### src/rtl/multi_input_logic_gate_unit.sv
// CHANNELS parallel N_INPUTS-bit gate reductions behind a two-stage ready/valid pipeline.
// Define GATE_EVENT_CNT_EN to add the saturating result-one event counter (evt_count).
module multi_input_logic_gate_unit #(
    parameter int N_INPUTS = 3,
    parameter int CHANNELS = 4,
    parameter int CNT_W    = 16
) (
    input  logic                         clk,
    input  logic                         rst_n,
    input  logic                         in_valid,
    output logic                         in_ready,
    input  logic [2:0]                   in_mode,
    input  logic [N_INPUTS*CHANNELS-1:0] in_data,
    output logic                         out_valid,
    input  logic                         out_ready,
    output logic [CHANNELS-1:0]          out_data,
    output logic [2:0]                   out_mode
`ifdef GATE_EVENT_CNT_EN
    ,
    output logic [CNT_W-1:0]             evt_count
`endif
);

    localparam int DATA_BITS = N_INPUTS * CHANNELS;

    localparam logic [2:0] MODE_AND  = 3'b000;
    localparam logic [2:0] MODE_NAND = 3'b001;
    localparam logic [2:0] MODE_OR   = 3'b010;
    localparam logic [2:0] MODE_NOR  = 3'b011;
    localparam logic [2:0] MODE_XOR  = 3'b100;
    localparam logic [2:0] MODE_XNOR = 3'b101;
    localparam logic [2:0] MODE_BUF  = 3'b110;

    if (N_INPUTS < 2 || N_INPUTS > 16 || CHANNELS < 1 || CHANNELS > 32 || CNT_W < 1) begin : g_param_check
        $error("multi_input_logic_gate_unit: parameter out of legal range");
    end

    function automatic logic gate_reduce(input logic [N_INPUTS-1:0] bits, input logic [2:0] mode);
        logic r;
        case (mode)
            MODE_AND:  r = &bits;
            MODE_NAND: r = ~(&bits);
            MODE_OR:   r = |bits;
            MODE_NOR:  r = ~(|bits);
            MODE_XOR:  r = ^bits;
            MODE_XNOR: r = ~(^bits);
            MODE_BUF:  r = bits[0];
            default:   r = ~bits[0];
        endcase
        return r;
    endfunction

    logic                 vld_p1;
    logic [DATA_BITS-1:0] data_p1;
    logic [2:0]           mode_p1;
    logic [CHANNELS-1:0]  gate_p1;

    logic                 vld_p2;
    logic [CHANNELS-1:0]  res_p2;
    logic [2:0]           mode_p2;

    logic take_p1;
    logic take_p2;
    logic accept;

    // Each stage advances when empty or when the stage below is taking its content.
    assign take_p2  = ~vld_p2 | out_ready;
    assign take_p1  = ~vld_p1 | take_p2;
    assign in_ready = take_p1;
    assign accept   = in_valid & take_p1;

    // ---- stage p1: capture raw input vector and mode ----
    always_ff @(posedge clk or negedge rst_n) begin
        if (!rst_n) begin
            vld_p1 <= 1'b0;
        end else if (take_p1) begin
            vld_p1 <= in_valid;
        end
    end

    always_ff @(posedge clk) begin
        if (accept) begin
            data_p1 <= in_data;
            mode_p1 <= in_mode;
        end
    end

    always_comb begin
        gate_p1 = '0;
        for (int c = 0; c < CHANNELS; c++) begin
            gate_p1[c] = gate_reduce(data_p1[c*N_INPUTS +: N_INPUTS], mode_p1);
        end
    end

    // ---- stage p2: registered per-channel result, visible on the output ports ----
    always_ff @(posedge clk or negedge rst_n) begin
        if (!rst_n) begin
            vld_p2  <= 1'b0;
            res_p2  <= '0;
            mode_p2 <= 3'b000;
        end else if (take_p2) begin
            vld_p2 <= vld_p1;
            if (vld_p1) begin
                res_p2  <= gate_p1;
                mode_p2 <= mode_p1;
            end
        end
    end

    assign out_valid = vld_p2;
    assign out_data  = res_p2;
    assign out_mode  = mode_p2;

`ifdef GATE_EVENT_CNT_EN
    localparam int POP_W = $clog2(CHANNELS + 1);
    localparam int SUM_W = ((CNT_W > POP_W) ? CNT_W : POP_W) + 1;

    function automatic logic [POP_W-1:0] popcount(input logic [CHANNELS-1:0] bits);
        logic [POP_W-1:0] n;
        n = '0;
        for (int c = 0; c < CHANNELS; c++) begin
            n = n + POP_W'(bits[c]);
        end
        return n;
    endfunction

    // Sum is formed one bit wider than either operand so overflow is visible before clamping.
    function automatic logic [CNT_W-1:0] sat_add(input logic [CNT_W-1:0] acc, input logic [POP_W-1:0] inc);
        logic [SUM_W-1:0] sum;
        sum = SUM_W'(acc) + SUM_W'(inc);
        if (sum > SUM_W'({CNT_W{1'b1}})) begin
            return {CNT_W{1'b1}};
        end
        return sum[CNT_W-1:0];
    endfunction

    logic [CNT_W-1:0] evt_p3;

    // ---- counter stage: accumulates ones of each consumed result ----
    always_ff @(posedge clk or negedge rst_n) begin
        if (!rst_n) begin
            evt_p3 <= '0;
        end else if (vld_p2 && out_ready) begin
            evt_p3 <= sat_add(evt_p3, popcount(res_p2));
        end
    end

    assign evt_count = evt_p3;
`endif

endmodule

### config.mk
export PLATFORM = sky130hd
export DESIGN_NAME = multi_input_logic_gate_unit
export DESIGN_NICKNAME = d
export VERILOG_FILES = /design/src/rtl/multi_input_logic_gate_unit.sv
export SDC_FILE = /design/constraint.sdc
export NUM_CORES = 1
export LEC_CHECK = 0
export ABC_AREA = 0
export ABC_CLOCK_PERIOD_IN_PS = 4050
export CORE_UTILIZATION = 53
export DETAILED_ROUTE_END_ITERATION = 8
export PLACE_DENSITY = 0.88
export SETUP_SLACK_MARGIN = 0.3
export SLEW_MARGIN = 20
export SYNTH_ARGS = -nofsm -noshare
export SYNTH_HDL_FRONTEND = slang
export SYNTH_SLANG_ARGS = --single-unit
### constraint.sdc
create_clock -name clk -period 4.05 [get_ports clk]
set_clock_uncertainty 0.1 [all_clocks]
set_input_delay 0.81 -clock clk [delete_from_list [all_inputs] [get_ports clk]]
set_output_delay 0.81 -clock clk [all_outputs]
set_load 0.01 [all_outputs]
==> results of run 1 <==
## final cells by class
class	instances	area (um^2)
fillers	153	656.9
flip-flops and latches	24	675.6
inverters	8	30.03
repair buffers	27	270.3
clock buffers	4	47.55
multi-input cells	67	539.3
well taps	28	35.03
## per-layer routing
layer / share of wire / wire [um] / GRT usage / vias to the layer above
li1: - / - / - / 425
met4: 0.022 / 50 / 0.1171 / 0
met5: 0 / 0 / 0 / -
met3: 0.035 / 79 / 0.02083 / 4
met2: 0.55 / 1260 / 0.3750 / 21
met1: 0.39 / 881 / 0.2198 / 447
## sequential cells by signal (all words and copies together), names as in the netlist
register   flops
mode_p1        3
out_valid      1
data_p1       12
out_mode       3
vld_p1         1
out_data       4
## logic make-up after synthesis
| logic type | share of synthesized area |
|---|---|
| flip-flops | 0.5238 |
| buffers and inverters | 0.05819 |
| multiplexers | 0.02619 |
| adder cells (fa/ha/maj) | 0.07760 |
| XOR/XNOR | 0.08147 |
| AO/OA/AOI/OAI | 0.1339 |
| AND/OR/NAND/NOR | 0.09894 |
## final timing paths
kind	start	endpoint	slack [ns]	cells after the start
max in group asynchronous	rst_n	out_data[1]$_DFFE_PN0P_	2.91	1
min in group asynchronous	rst_n	out_data[0]$_DFFE_PN0P_	0.67	1
worst max register to register	mode_p1[0]$_DFFE_PP_	out_data[0]$_DFFE_PN0P_	2.22	5
worst min-delay path	out_data[3]$_DFFE_PN0P_	out_data[3]$_DFFE_PN0P_	0.41	2
worst max-delay path	out_ready	in_ready	1.18	3
worst min register to register	out_data[3]$_DFFE_PN0P_	out_data[3]$_DFFE_PN0P_	0.41	2
## worst max-delay path, stage by stage
cell	delay (ns)
clkdlybuf4s50_1	0.47
nand3b_1	0.14
clkdlybuf4s50_1	0.55
## power breakdown
part           internal (mW)  total [mW]  switching (mW)
clock                 0.0754       0.147          0.0719
combinational         0.0817       0.138          0.0560
sequential             0.289       0.309          0.0204
total                  0.446       0.594           0.148
## layout by cell type (no fill, tap or decap)
cell              n
a21oi_1           4
a22oi_1           4
a32o_1            4
a32oi_1           4
and2_1            2
and2b_2           2
and3_2            1
clkbuf_16         1
clkbuf_4          3
clkdlybuf4s50_1  27
dfrtp_1           9
edfxtp_1         15
ha_1              8
inv_1             8
mux2_2            3
nand2_1           5
nand2b_1          3
nand3b_1          1
nor2_4            1
nor2b_1           4
o21ai_0           4
o21ai_1           2
o21ai_2           2
or2_4             1
xnor2_1          12
==> impl_metrics.ini, run 1 <==
[logic_synthesis]
yosys_warnings = 0
synth.most_common_cell = edfxtp_1
synth_area_um2 = 1290
ys_ff_latch = 24
async_flop_share = 0.3750
ys.flop_type = edfxtp_1
syn_nets = 130
yosysTopAreaCell = edfxtp_1
yosys-top-cells-area = edfxtp_1, dfrtp_1, xnor2_1
synth.distinct_cells = 25
synth_top_cell_area_share = 0.3492
synth_enable_flop_cells = 15
yosysSeqAreaShare = 0.5238
synth_cells = 103
synthTopCellsByCount = edfxtp_1, xnor2_1, dfrtp_1
avgSynthCellArea_um2 = 12.52

[timing]
relSlewSlack = 0.5579
tns_ns = 0
drv_slew = 0
rsz0062_at_grt = false
max_freq_mhz = 348.0
fin_crit_ns = 2.873
hold_viol = 0
timing.final.crit_share = 0.7095
whs_ns = 0.4117
setup_viol = 0
worst_slack_ns = 1.177
worst_pin_slew_ns = 0.6631

[cts]
holdBufCountCts = 0
htree_levels = 1
root_buffer = clkbuf_4
cts_setup_buffers = 0
cts.sinks = 24
numCtsBuffers = 3
post_cts_resized = 0
insertion_delay_ns = 0.31
cts_tree = done
clk_pin_slew_ns = 0.13
cts.path.max_buffers = 2

[placed_design]
port_buffers = 27
dp.cells = 154
post-place-ws_ns = 1.187
place_area_um2 = 1550
routabilityCongestion = 0.7150
hpwl_um = 1744

[pwr]
p_leak_nw = 0.6151
total_power_mw = 0.5940
ir_worst_vdd_v = 0.0003052
power_density_nw_per_um2 = 371.8

[worst_setup_path]
critPathCaptureType = output pin
path_max_fanout = 3
required_ns = 3.14
crit_arrival_ns = 1.96
start_kind = primary input
crit_type = in2out

[global_routing]
gr-total-overflow = 0
grtUsageTotal = 0.2019
grt_pass1_wl_um = 3753
grt_pass1_vias = 888
grt_start_max_net_pins = 16
antenna_found_initial = 0

[status]
status = completed

[cells_and_area]
syn2layout_area_growth_pct = 23.86
num_antenna_cells = 0
layout.nets = 158
layout-drive-gt1-share = 0.1077
utilization = 0.7087
fin_cells = 158
fin_area_um2 = 1598

[drt]
dr.pass1.iters = 4
drtAntennaViolNets = 0
via_count = 897
drt_iter0_markers = 37
drc_errors = 0
routed_via_density = 5.677
routedWlPerCell_um = 14.38
wirelength_um = 2272

[floorplan]
coreArea_um2 = 2255
die_w_um = 51.34
fp.dieH_um = 51.34
start_util = 0.5721
ios = 28
dieArea_um2 = 2635
rows = 17

[flow_run]
max_cap_violations = 0

[hold_path]
hold_class = reg2reg
(Power assumes the default switching activity.)
==> run 2, diff against run 1 <==
--- a/config.mk
+++ b/config.mk
@@ -6,10 +6,10 @@
 export NUM_CORES = 1
 export LEC_CHECK = 0
 export ABC_AREA = 0
-export ABC_CLOCK_PERIOD_IN_PS = 4050
-export CORE_UTILIZATION = 53
+export ABC_CLOCK_PERIOD_IN_PS = 2400
+export CORE_UTILIZATION = 45
 export DETAILED_ROUTE_END_ITERATION = 8
-export PLACE_DENSITY = 0.88
+export PLACE_DENSITY = 0.8
 export SETUP_SLACK_MARGIN = 0.3
 export SLEW_MARGIN = 20
 export SYNTH_ARGS = -nofsm -noshare
==> constraint.sdc (replaced) <==
create_clock -name clk -period 2.4 [get_ports clk]
set_clock_uncertainty 0.1 [all_clocks]
set_input_delay 0.48 -clock clk [delete_from_list [all_inputs] [get_ports clk]]
set_output_delay 0.48 -clock clk [all_outputs]
set_load 0.01 [all_outputs]
==> run 2 against run 1 <==
- the flow now finishes with violations (DRC)
- total power grew 69%
- die area is 17% higher
- sequential share of layout area down 0.26 points
- count of clock-buffer cells in the layout stayed put
- combinational power is 71% higher
- via count fell by 2.9%
- first-iteration DRC count up 8.1%
- sequential power is 69% higher
- core utilization shrank 12 points
- critical path depth unchanged
- critical path type unchanged
- largest power group unchanged
==> impl_metrics.ini, run 2 (synthesis gave the netlist of run 1 again) <==
[status]
violations = DRC
status = complete, but fails checks

[drt]
wirelength_um = 2371
met1Wirelength_um = 964
routedWlPerCell_um = 14.64
drt_iter0_markers = 40
routed_via_density = 5.377
wl_met3_um = 35
dr.max_layer_used = met4
route.met2.wl_um = 1351
dr.pass1.iters = 6
drtAntennaViolNets = 0
via_count = 871
drc_errors = 2

[cts]
clk_pin_slew_ns = 0.13
insertion_delay_ns = 0.31
cts_setup_buffers = 0
root_buffer = clkbuf_4
cts.path.max_buffers = 2
htree_levels = 1
cts_tree = done
numCtsBuffers = 3
cts.sinks = 24

[worst_setup_path]
critPathCaptureType = output pin
path_max_fanout = 3
r2r-end = out_data[0]$_DFFE_PN0P_
slowest_stage = clkdlybuf4s50_1
reg2reg_depth = 5
start_kind = primary input
critPathMaxStageDelay_ns = 0.42
path_cells = clkdlybuf4s50_1 > nand3b_1 > dlygate4sd2_1
crit_type = in2out
cp_num_buf_inv = 2
reg2reg_slack_ns = 0.54
cp.depth = 3
r2r_start = mode_p1[0]$_DFFE_PP_
required_ns = 1.82
crit_arrival_ns = 1.42
cpLargestDelayFamily = buffers and inverters

[cells_and_area]
layout.nets = 159
num_antenna_cells = 0
syn2layout_area_growth_pct = 24.64
layout-drive-gt1-share = 0.1145
top_register = data_p1
final_common_cell = clkdlybuf4s50_1
final_cell_mix = clkdlybuf4s50_1, edfxtp_1, xnor2_1, dfrtp_1
utilization = 0.5881
largest_reg_flops = 12

[pwr]
internal_power_mw = 0.7530
seqPwrFrac = 0.520
pwr-share-comb = 0.235
clockPowerShare = 0.245
power_density_nw_per_um2 = 625.2
p_leak_nw = 0.6196
swShare = 0.2508
power.net_switching_mw = 0.2521
ir_worst_vdd_v = 0.0004440

[floorplan]
start_util = 0.4719
ios = 28
die_w_um = 55.54
dieArea_um2 = 3085
rows = 19
fp.dieH_um = 55.54
coreArea_um2 = 2734

[timing]
rsz0062_at_grt = false
setup_viol = 0
max_freq_mhz = 500.7
whs_ns = 0.3426
relSlewSlack = 0.5551
worst_slack_ns = 0.4029
fin_crit_ns = 1.997
worst_pin_slew_ns = 0.6674
tns_ns = 0
hold_viol = 0
drv_slew = 0
timing.final.crit_share = 0.8321

[global_routing]
grt_pass1_vias = 893
grt_pass1_wl_um = 3801
grtUsageTotal = 0.1598
grt_start_max_net_pins = 16
gr-total-overflow = 0
antenna_found_initial = 0

[placed_design]
post-place-ws_ns = 0.1693
hpwl_um = 1767
port_buffers = 27
routabilityCongestion = 0.7514

[flow_run]
max_cap_violations = 0

[hold_path]
hold_class = in2async
==> run 2: changes by cell type in the layout (fill, tap and decap cells not counted) <==
cell,delta
buf_4,+1
clkdlybuf4s50_1,-1
dlygate4sd2_1,+1
==> run 2: final cells by class <==
type                            instances  area, um^2
Sequential cell                        24       675.6
Multi-Input combinational cell         67       539.3
Inverter                                8       30.03
Clock buffer                            4       47.55
Fill cell                             215        1126
Tap cell                               31       38.79
Timing Repair Buffer                   28       276.5
==> run 2: per-layer routing <==
metal,global-route usage,vias up
li1,-,428
met1,0.1703,431
met2,0.3029,10
met3,0.02342,2
met4,0.07857,0
met5,0,-
==> run 2: how the worst max path moves through the flow <==
| stage | startpoint | end | slack (ns) |
|---|---|---|---|
| after floorplan | data_p1[9]$_DFFE_PP_ | out_data[3]$_DFFE_PN0P_ | 0.78 |
| after global placement | out_ready | in_ready | 0.21 |
| after detailed placement | out_ready | in_ready | 0.17 |
| after CTS | out_ready | in_ready | 0.41 |
| after global routing | out_ready | in_ready | 0.36 |
| final | out_ready | in_ready | 0.40 |
==> run 2: power groups by stage <==
| stage | Combinational, mW | Clock, mW | Sequential (mW) |
|---|---|---|---|
| after floorplan | 0.129 | 0 | 0.532 |
| after global placement | 0.228 | 0 | 0.528 |
| after detailed placement | 0.237 | 0 | 0.531 |
| after CTS | 0.239 | 0.252 | 0.522 |
| after global routing | 0.255 | 0.269 | 0.528 |
| final | 0.236 | 0.246 | 0.522 |
==> run 2: worst register-to-register path: stages, from the launching register on <==
cell and delay (ns):
edfxtp_1 0.80, xnor2_1 0.21, xnor2_1 0.20, a22oi_1 0.11, a32o_1 0.28, o21ai_2 0.10
==> run 2: repair_timing <==
| action | CTS | global route |
|---|---|---|
| hold buffers | 0 | 0 |
| setup endpoints to repair | 1 | 0 |
| gates resized for setup | 1 | 0 |
| hold endpoints to repair | 0 | 0 |
==> run 2: through the flow <==
step | instances | total power [mW] | cell area [um^2]
floorplan | 103 | 0.6613 | 1290
global placement | 158 | 0.7560 | 1562
detailed placement | 158 | 0.7687 | 1562
CTS | 162 | 1.013 | 1608
global route | 162 | 1.051 | 1608
finish | 162 | 1.005 | 1608
==> patch 1, RTL diff (settings of run 1) <==
Add a define of `GATE_EVENT_CNT_EN`.
--- a/src/rtl/multi_input_logic_gate_unit.sv
+++ b/src/rtl/multi_input_logic_gate_unit.sv
@@ -2,2 +2,4 @@
 // Define GATE_EVENT_CNT_EN to add the saturating result-one event counter (evt_count).
+`define GATE_EVENT_CNT_EN
+
 module multi_input_logic_gate_unit #(
Function (old outputs only; new: evt_count): kept (Yosys induction, for registers that start in step).
==> patch 1 against run 1 <==
Fmax is 5.1% lower; sequential cell count rose by 16; final area grew 62%; critical path type unchanged; area after synthesis grew 59%; power rose by 91%; routed wire length increased by 57%; sequential power increased by 77%; via count up 63%; worst setup slack got worse by 0.16 ns.
==> patch 1: results (changes against run 1) <==
- TritonRoute pass-1 iters: 6 (+2)
- Logic power comb: 0.335 mW (+140%)
- Root Driver: clkbuf_8
- Nets: 256 (+62%)
- Clk_lat worst skew: 0.29 ns (-0.02 ns)
- Finished Layout Cells: 274 (+73%)
- Status: complete, no violations
- CLK BUF: 7 (+3)
- Arrival @ worst endpoint: 2.12 ns (+0.16 ns)
- HP Class: in2async
- DR WL met2: 1980 um (+57%)
- HPWL after detailed placement: 2710 um (+56%)
- Initial DRC count: 66 (+78%)
- Met3 usage: 5.00% (+2.9 points)
- Ys flop type: dfrtp_1
- Slew @ Worst Pin: 0.641 ns (-0.0216 ns)
- Switching share of power: 30.9% (+5.9 points)
- Peak supply drop: 0.214 mV (-30%)
- Post-Syn Instances: 180 (+75%)
- Signal buffers: 43 (+59%)
- WL met3: 108 um (+37%)
- Reg-to-reg slack, setup: 1.17 ns (-1.05 ns)
- Drt wl/cell: 13.1 um (-9.2%)
- Sequential cell area share: 41.5% (-0.76 points)
- Multi-In Gates: 118 (+76%)
- H-tree Lvls: 2 (+1)
- Clock-cell share: 3.14% (+0.16 points)
- Num CTS Buffers: 5 (+2)
- Vias per cell: 5.35 (-5.8%)
- Vias in the first global route: 1525 (+72%)
- Leading post-synthesis cells by cell area: dfrtp_1, edfxtp_1, ha_1
- Share of layout cells above drive strength 1: 6.64% (-4.1 points)
- Largest register FFs: 16 (+4)
- FFs w/ async S/R, synth: 62.5% (+25 points)
- Largest net degree at the start of global routing: 26 (+10)
- DP Cell Count: 266 (+73%)
- Met2 usage: 37.2% (-0.26 points)
- Multi-input gate area in the final layout: 885 um^2 (+64%)
==> patch 1: final timing paths <==
kind	from	to	cells past startpoint
hold reg to reg	vld_p1$_DFFE_PN0N_	out_valid$_DFFE_PN0P_	1
setup / recovery	out_ready	in_ready	3
hold / removal	rst_n	evt_count[10]$_DFFE_PN0P_	1
setup reg to reg	out_data[0]$_DFFE_PN0P_	evt_count[0]$_DFFE_PN0P_	9
min in group clk	vld_p1$_DFFE_PN0N_	out_valid$_DFFE_PN0P_	1
max in group asynchronous	rst_n	evt_count[9]$_DFFE_PN0P_	1
==> patch 1: cells by family (layout without fill, tap and decap cells) <==
kind of cell | count (synthesis) | after routing | share of synthesized area, %
AND/OR/NAND/NOR | 57 | 57 | 15.2
flip-flops | 40 | 40 | 52.4
XOR/XNOR | 12 | 12 | 5.12
AO/OA/AOI/OAI | 33 | 33 | 12.1
adder cells (fa/ha/maj) | 12 | 12 | 8.40
multiplexers | 4 | 4 | 2.19
buffers and inverters | 22 | 68 | 4.57
==> patch 1: worst max-delay path: stages <==
cell and delay, ns:
clkdlybuf4s50_1 0.58, nand3b_1 0.18, clkdlybuf4s50_1 0.55
==> patch 1: per-stage QoR <==
stage | power (mW) | setup WS, ns | hold slack [ns] | cell area (um^2)
2_1_floorplan | 0.726 | 1.39 | 0.357 | 2050
3_3_place_gp | 0.879 | 1.05 | 0.373 | 2510
3_5_place_dp | 0.896 | 1.02 | 0.377 | 2510
4_1_cts | 1.15 | 1.02 | 0.398 | 2600
5_1_grt | 1.21 | 0.957 | 0.425 | 2590
6_report | 1.13 | 1.02 | 0.392 | 2590
==> patch 2, RTL diff (config.mk and constraints of run 1) <==
Made on the original files. Register the input `in_mode` before use, cleared by the reset. The logic sees it one clock later. The other inputs are not delayed to match.
--- a/src/rtl/multi_input_logic_gate_unit.sv
+++ b/src/rtl/multi_input_logic_gate_unit.sv
@@ -32,2 +32,12 @@
     localparam logic [2:0] MODE_BUF  = 3'b110;
+
+    logic [2:0] in_mode_q;
+
+    always_ff @(posedge clk or negedge rst_n) begin
+        if (!rst_n) begin
+            in_mode_q <= '0;
+        end else begin
+            in_mode_q <= in_mode;
+        end
+    end
 
@@ -83,3 +93,3 @@
             data_p1 <= in_data;
-            mode_p1 <= in_mode;
+            mode_p1 <= in_mode_q;
         end
Formal check against the unedited RTL: not equivalent (a bounded check fails within 4 cycles, from zero or initial values and one cycle with rst_n low).
==> patch 2 against run 1 <==
Synthesized cell count up 2.9%; power down 0.33%; clock power down 24%; final area up 3.4%; worst setup slack better by 0.0017 ns; sequential share of layout area up 3.2 points; routed wire length up 8.3%; sequential cell count up 3; area after synthesis up 5.3%; largest cell class unchanged.
==> patch 2: results (changes against run 1) <==
- Hold WS: 0.340 ns (-0.0718 ns)
- Seq/Total Area, Yosys: 55.2% (+2.9 points)
- Via count: 868 (-3.2%)
- Initial DRC count: 18 (-51%)
- Post-Place Worst Slack: 1.18 ns (-0.00248 ns)
- Fillers: 168 (+9.8%)
- Synth Area in Compound Gates: 12.7% (-0.68 points)
- XOR/XNOR share of the synthesized area: 7.73% (-0.41 points)
- R2r endpoint: out_data[0]$_DFFE_PN0P_
- End point of the worst hold path: mode_p1[0]$_DFFE_PP_
- Vias in the first global route: 928 (+4.5%)
- Total track usage: 21.1% (+0.92 points)
- Post-synthesis cell type count: 24 (-4.0%)
- Slew @ Worst Pin: 0.683 ns (+0.0204 ns)
- Most frequent cells after synthesis: edfxtp_1, dfrtp_1, xnor2_1
- Vias per cell: 5.39 (-5.0%)
- Adder-cell area share of the yosys netlist: 7.37% (-0.39 points)
- Area after DPL: 1630 um^2 (+4.8%)
- Drt total wl: 2460 um (+8.3%)
- Peak supply drop: 0.345 mV (+13%)
- Worst hold start: in_mode_q[0]$_DFF_PN0_
- Reg-to-reg slack, setup: 2.13 ns (-0.09 ns)
- Synthesized Nets: 133 (+2.3%)
- RePlAce Congestion: 0.796 (+11%)
- Most flops, register: data_p1
- Nets: 161 (+1.9%)
- Share of layout cells above drive strength 1: 9.77% (-0.99 points)
- Status: complete, no violations
- Syn avg cell area: 12.8 um^2 (+2.4%)
==> patch 2: report_power, final <==
group | switching (mW) | leakage, nW | internal [mW]
Combinational | 0.0586 | 0.339 | 0.0820
Clock | 0.0723 | 0.0150 | 0.0385
Sequential | 0.0207 | 0.285 | 0.320
Total | 0.152 | 0.639 | 0.441
==> patch 2: worst register-to-register path, delay by kind of cell, from the launching register on <==
kind / cells / cell delay [ns]
flip-flops: 1 / 0.81
AO/OA/AOI/OAI: 3 / 0.52
XOR/XNOR: 2 / 0.43
==> patch 2: final cells by class <==
class / instances / area [um^2] / area share [%]
timing repair buffer: 27 / 270 / 16.4
tap: 28 / 35.0 / 2.12
sequential: 27 / 751 / 45.5
inverter: 8 / 30.0 / 1.82
clock buffer: 4 / 26.3 / 1.59
multi-input combinational: 67 / 539 / 32.7
==> patch 2: routing by layer <==
layer,global-route usage (%),vias to the layer above,part of all wire [%]
li1,-,431,-
met4,9.21,0,0.69
met2,40.5,17,58
met5,0,-,0
met3,2.61,2,2.2
met1,22.6,418,39
